==> src/rtl/prbs_man_gen.sv <==
// PRBS / pattern bit generator with NRZ, bit-clock and Manchester outputs.
// One bit = two half-bit periods of BASE_HALF*(rate+1) clocks each.
module prbs_man_gen #(
    parameter int LFSR_N    = 7,
    parameter int RATE_W    = 4,
    parameter int BASE_HALF = 1000
) (
    input  logic              clk,
    input  logic              rst_n,
    input  logic              en,
    input  logic [RATE_W-1:0] rate_sel,
    input  logic [1:0]        mode,
    input  logic [7:0]        pattern,
    output logic              sig_nrz,
    output logic              sig_bclk,
    output logic              sig_man,
    output logic              bit_stb,
    output logic              busy
);

    localparam int TAP = (LFSR_N == 7)  ? 6  :
                         (LFSR_N == 9)  ? 5  :
                         (LFSR_N == 15) ? 14 :
                         (LFSR_N == 23) ? 18 : 0;

    localparam int CNT_W = $clog2(BASE_HALF * (2 ** RATE_W) + 1);

    localparam logic [LFSR_N-1:0] SEED = {LFSR_N{1'b1}};

    if (TAP == 0) begin : g_bad_order
        $error("prbs_man_gen: LFSR_N must be 7, 9, 15 or 23");
    end

    if (BASE_HALF < 1) begin : g_bad_half
        $error("prbs_man_gen: BASE_HALF must be >= 1");
    end

    typedef enum logic [1:0] {
        IDLE        = 2'd0,
        FIRST_HALF  = 2'd1,
        SECOND_HALF = 2'd2
    } state_t;

    state_t            r_state;
    state_t            w_next;
    logic [CNT_W-1:0]  r_cnt;
    logic [CNT_W-1:0]  w_half;
    logic              w_half_end;
    logic              w_start;
    logic [RATE_W-1:0] r_rate;
    logic [1:0]        r_mode;
    logic [2:0]        r_idx;
    logic [2:0]        w_idx_eff;
    logic              w_mode_chg;
    logic [7:0]        r_pat;
    logic [LFSR_N-1:0] r_lfsr;
    logic [LFSR_N-1:0] w_lfsr_cur;
    logic              w_bit;
    logic              r_nrz;
    logic              r_bclk;
    logic              r_man;
    logic              r_stb;
    logic              w_nrz_d;
    logic              w_bclk_d;
    logic              w_stb_d;

    assign w_half     = CNT_W'(BASE_HALF * (int'(r_rate) + 1));
    assign w_half_end = (r_state != IDLE) && (r_cnt == w_half - CNT_W'(1));
    assign w_start    = en && ((r_state == IDLE) ||
                               (r_state == SECOND_HALF && w_half_end));
    assign w_mode_chg = (mode != r_mode);
    assign w_idx_eff  = w_mode_chg ? 3'd0 : r_idx;
    assign w_lfsr_cur = (r_lfsr == '0) ? SEED : r_lfsr;

    // State register
    always_ff @(posedge clk or negedge rst_n) begin
        if (!rst_n) begin
            r_state <= IDLE;
        end else begin
            r_state <= w_next;
        end
    end

    // Next-state: each half lasts exactly HALF cycles; en only matters at bit edges
    always_comb begin
        w_next = r_state;
        unique case (r_state)
            IDLE:        if (en) w_next = FIRST_HALF;
            FIRST_HALF:  if (w_half_end) w_next = SECOND_HALF;
            SECOND_HALF: if (w_half_end) w_next = en ? FIRST_HALF : IDLE;
            default:     w_next = IDLE;
        endcase
    end

    // Data bit for a new bit period, chosen from the mode being latched
    always_comb begin
        w_bit = 1'b0;
        unique case (mode)
            2'b00:   w_bit = w_lfsr_cur[LFSR_N-1];
            2'b01:   w_bit = (w_idx_eff == 3'd0) ? pattern[7]
                                                 : r_pat[3'd7 - w_idx_eff];
            2'b10:   w_bit = 1'b1;
            default: w_bit = ~w_idx_eff[0];
        endcase
    end

    // Next output values, registered below so sig_man tracks sig_bclk exactly
    always_comb begin
        w_nrz_d  = 1'b0;
        w_bclk_d = 1'b0;
        w_stb_d  = 1'b0;
        unique case (w_next)
            FIRST_HALF: begin
                w_nrz_d  = w_start ? w_bit : r_nrz;
                w_bclk_d = 1'b1;
                w_stb_d  = w_start;
            end
            SECOND_HALF: w_nrz_d = r_nrz;
            default: ;
        endcase
    end

    // Half-period counter and per-bit latches (rate, mode, index, pattern, LFSR)
    always_ff @(posedge clk or negedge rst_n) begin
        if (!rst_n) begin
            r_cnt  <= '0;
            r_rate <= '0;
            r_mode <= 2'b00;
            r_idx  <= 3'd0;
            r_pat  <= 8'h00;
            r_lfsr <= SEED;
        end else begin
            if (w_half_end || r_state == IDLE) begin
                r_cnt <= '0;
            end else begin
                r_cnt <= r_cnt + CNT_W'(1);
            end
            if (w_start) begin
                r_rate <= rate_sel;
                r_mode <= mode;
                if (mode == 2'b01 || mode == 2'b11) begin
                    r_idx <= w_idx_eff + 3'd1;
                end else if (w_mode_chg) begin
                    r_idx <= 3'd0;
                end
                if (mode == 2'b01 && w_idx_eff == 3'd0) begin
                    r_pat <= pattern;
                end
                if (mode == 2'b00) begin
                    r_lfsr <= {w_lfsr_cur[LFSR_N-2:0],
                               w_lfsr_cur[LFSR_N-1] ^ w_lfsr_cur[TAP-1]};
                end
            end
        end
    end

    // Output registers
    always_ff @(posedge clk or negedge rst_n) begin
        if (!rst_n) begin
            r_nrz  <= 1'b0;
            r_bclk <= 1'b0;
            r_man  <= 1'b0;
            r_stb  <= 1'b0;
        end else begin
            r_nrz  <= w_nrz_d;
            r_bclk <= w_bclk_d;
            r_man  <= w_nrz_d ^ w_bclk_d;
            r_stb  <= w_stb_d;
        end
    end

    assign sig_nrz  = r_nrz;
    assign sig_bclk = r_bclk;
    assign sig_man  = r_man;
    assign bit_stb  = r_stb;
    assign busy     = (r_state != IDLE);

endmodule

==> config.mk <==
export PLATFORM = sky130hd
export DESIGN_NAME = prbs_man_gen
export DESIGN_NICKNAME = d
export VERILOG_FILES = /design/src/rtl/prbs_man_gen.sv
export SDC_FILE = /design/constraint.sdc
export NUM_CORES = 1
export LEC_CHECK = 0
export CELL_PAD_IN_SITES_DETAIL_PLACEMENT = 0
export CELL_PAD_IN_SITES_GLOBAL_PLACEMENT = 1
export CORE_ASPECT_RATIO = 1.1
export CORE_MARGIN = 2
export CORE_UTILIZATION = 47
export DETAILED_ROUTE_END_ITERATION = 12
export HOLD_SLACK_MARGIN = 0.15
export PLACE_DENSITY_LB_ADDON = 0.3
export SLEW_MARGIN = 20
export SYNTH_ARGS = -nofsm -noshare
export SYNTH_HDL_FRONTEND = slang
export SYNTH_SLANG_ARGS = --single-unit
==> constraint.sdc <==
create_clock -name clk -period 7.63 [get_ports clk]
set_input_delay 1.9075 -clock clk [delete_from_list [all_inputs] [get_ports clk]]
set_output_delay 1.9075 -clock clk [all_outputs]
set_load 0.005 [all_outputs]
==> results by group <==
Setup path
  • FF-to-FF path depth: 18
  • Buf/Inv on CP: 1
  • Critical path class: reg -> reg
  • Crit-path slowest cell: fa_1
  • Type of destination of the critical path: register
  • CP max FO: 13
  • Most used cell, CP: ha_1
  • Largest delay share family, worst path: adder cells
  • WP depth: 18
  • CP cell instances: ha_1 -> xor2_1 -> ha_1 -> fa_1 -> fa_1 -> ha_1 -> a21o_1 -> nor3_1 -> nor2_1 -> o32a_1 -> and4b_1 -> o31ai_1 -> a21boi_1 -> mux2_2 -> inv_1 -> ha_1 -> o41ai_2 -> a21bo_1
  • Critical Path AT: about 6.3 ns
  • Delay of the slowest cell on the worst path: between 0.5 and 0.6 ns
  • CP startpoint: r_rate[0]$_DFFE_PN0P_
  • FF-to-FF Start: r_rate[0]$_DFFE_PN0P_
  • Worst Path Required: 7.83 ns
  • Startpoint types: register

Placement
  • HPWL after DPL: 5.36 mm
  • GP Congestion: around 0.8
  • PortBufs: 21

Synth
  • Synth Register Bits: between 40 and 50
  • Post-synth top area cell: dfrtp_1
  • Syn nets: 432
  • Post-synth design cell area: about 3500 um2
  • Area contributors post-synth: dfrtp_1 (26%), ha_1 (8.8%), dfstp_2 (5.2%), nor2_1 (4.8%), fa_1 (4.5%)
  • Register area share after synthesis: 31.3%
  • Async SR Flop Fraction: 100%
  • Most used flip-flop cell after synthesis: dfrtp_1
  • Syn_area_per_cell: between 9 and 10 um2
  • Netlist cell types: 72
  • Synth top area share: roughly a quarter
  • Yosys warnings: 0
  • Post-synth EDFFs: 0
  • Count leader, synth: nor2_1
  • Synth Instances: 382
  • Most frequent cells after synthesis: nor2_1 (45), dfrtp_1 (37), ha_1 (25), inv_1 (25), nand2_1 (22)

Die
  • Die W: a little under 90 um
  • Initial Util: between 40% and 50%
  • I/O pin count: 22
  • Chip height: ~95 um
  • Die area: around 8200 um2
  • Row cnt: 33
  • Area of the core: 7390 um2

Cells and area
  • Ant diodes: 0
  • Share of layout cells above drive strength 1: a little under an eighth
  • Fillers: a little over 700
  • Final net count: 445
  • Area grow syn2layout: 9.71%

Timing
  • Period utilization: between 80% and 90%
  • Least-Margin Pin Slew: roughly 0.97 ns
  • Clk_skew: roughly 0.0074 ns
  • FMAX: around 160 MHz
  • Final setup vio count: 0
  • Slew Viols, Final: 0
  • Final worst path period need: a little over 6 ns
  • Slew HR: 35.0%
  • Final hold violations: 0
  • Setup TNS: 0 ns
  • RSZ-0062 raised after global routing: false

Worst hold path
  • WHS Path Cells: 1
  • Worst hold start: r_cnt[0]$_DFF_PN0_
  • Worst hold path class: reg -> reg

Detailed routing
  • DRC errors left: 0
  • Final WL: approximately 7 mm
  • Initial drt markers: 66
  • Vias/cell: approximately 5.6
  • Final ANT Viol Nets: 0
  • Wire per inst: ~14 um
  • DR pass1 iterations: 4
  • Vias: between 2000 and 3000

CTS
  • Root Driver: clkbuf_8
  • # Post-CTS Setup Buffers: 0
  • H-tree Lvls: 2
  • CTS tree: done
  • Worst-Skew Late Latency: about 0.3 ns
  • # resized after CTS: 0
  • Hold buffers post-CTS: 0
  • CTS Buffer Depth: 2
  • CTS Buf Count: 5
  • TritonCTS Sinks: 44
  • Clk slew on worst S/H paths: 0.08 ns

GRT
  • Vias in the first global route: 2646
  • First-pass GRT wire length: between 10 and 15 mm
  • Gr usage total: a little under a fifth
  • Initial antenna violation count: 0
  • Largest net degree at the start of global routing: between 40 and 50
  • GRT overflow: 0

Outcome
  • Status: complete, no violations

Job
  • Max-cap violations: 0
-- per-layer routing --
layer  wire length (um)  track usage (%)  vias to the layer above
li1                   -                -                     1368
met4                113             6.64                        0
met2               3600             33.3                       31
met1               3140             22.7                     1320
met3                111             2.08                        9
met5                  0                0                        -
-- worst register-to-register path: cells and delay by family (launching register included) --
kind                     cells  cell delay [ns]
AO/OA/AOI/OAI                6             1.51
AND/OR/NAND/NOR              3             0.76
multiplexers                 1             0.40
XOR/XNOR                     1             0.35
buffers and inverters        1             0.08
adder cells (fa/ha/maj)      6             2.41
flip-flops                   1             0.53
-- area by class of cell --
type	instances	area, um2	share of cell area [%]
multi-input cells	297	2270	58.4
flip-flops and latches	44	1110	28.6
repair buffers	22	213	5.47
well taps	87	109	2.80
inverters	25	93.8	2.41
clock buffers	6	82.6	2.12
clock inverters	2	10.0	0.258
-- sequential cells by signal, summed over array words and instances (netlist names) --
signal,flops
r_state,2
sig_nrz,1
r_cnt,14
r_rate,4
r_idx,3
sig_man,1
r_pat,8
bit_stb,1
sig_bclk,1
r_mode,2
r_lfsr,7
-- layout by cell type, fill, tap and decap left out, types with 5 or more instances in the layout --
master           instances
o21a_1                   5
clkdlybuf4s50_1         20
xnor2_1                 18
fa_1                     8
nand2_1                 22
ha_1                    25
nor3_1                   8
dfstp_2                  7
nor2_1                  45
dfrtp_1                 37
a21oi_1                 16
clkbuf_8                 6
nand3_1                 13
nand2b_1                 9
xor2_1                  12
mux2_2                  13
inv_1                   25
o21ai_0                 12
nand4_1                  7
-- through the flow --
stage	cell area [um2]	utilization [%]	worst slack [ns]	cells	hold WS, ns
final	3890	52.6	1.49	483	0.464
after global routing	3890	52.6	1.05	483	0.503
after CTS	3880	52.5	1.50	483	0.472
after detailed placement	3790	51.3	1.54	475	0.461
after global placement	3790	51.3	1.74	475	0.451
after floorplan	3540	-	2.01	382	0.431
-- worst paths after layout --
| kind | to | slack [ns] |
|---|---|---|
| setup / recovery | sig_man$_DFF_PN0_ | 1.49 |
| hold reg to reg | r_cnt[0]$_DFF_PN0_ | 0.46 |
| hold / removal | r_cnt[0]$_DFF_PN0_ | 0.46 |
| max in group asynchronous | r_idx[2]$_DFFE_PN0P_ | 5.27 |
| setup reg to reg | sig_man$_DFF_PN0_ | 1.49 |
| min in group asynchronous | r_cnt[1]$_DFF_PN0_ | 1.76 |
-- cell families (layout without fill, tap and decap cells) --
group | Yosys count | in the layout | synth area share, %
other cells | 1 | 1 | 0.106
compound gates | 73 | 73 | 15.9
fa+ha+maj | 33 | 33 | 13.4
mux | 17 | 17 | 5.62
simple gates | 142 | 142 | 20.9
flops | 44 | 44 | 31.3
xor+xnor | 31 | 31 | 8.05
buf+inv | 41 | 55 | 4.73
Power is left out: the tool's default activity adds up to more than one toggle a clock period on the data nets, which glitch-free logic cannot reach.
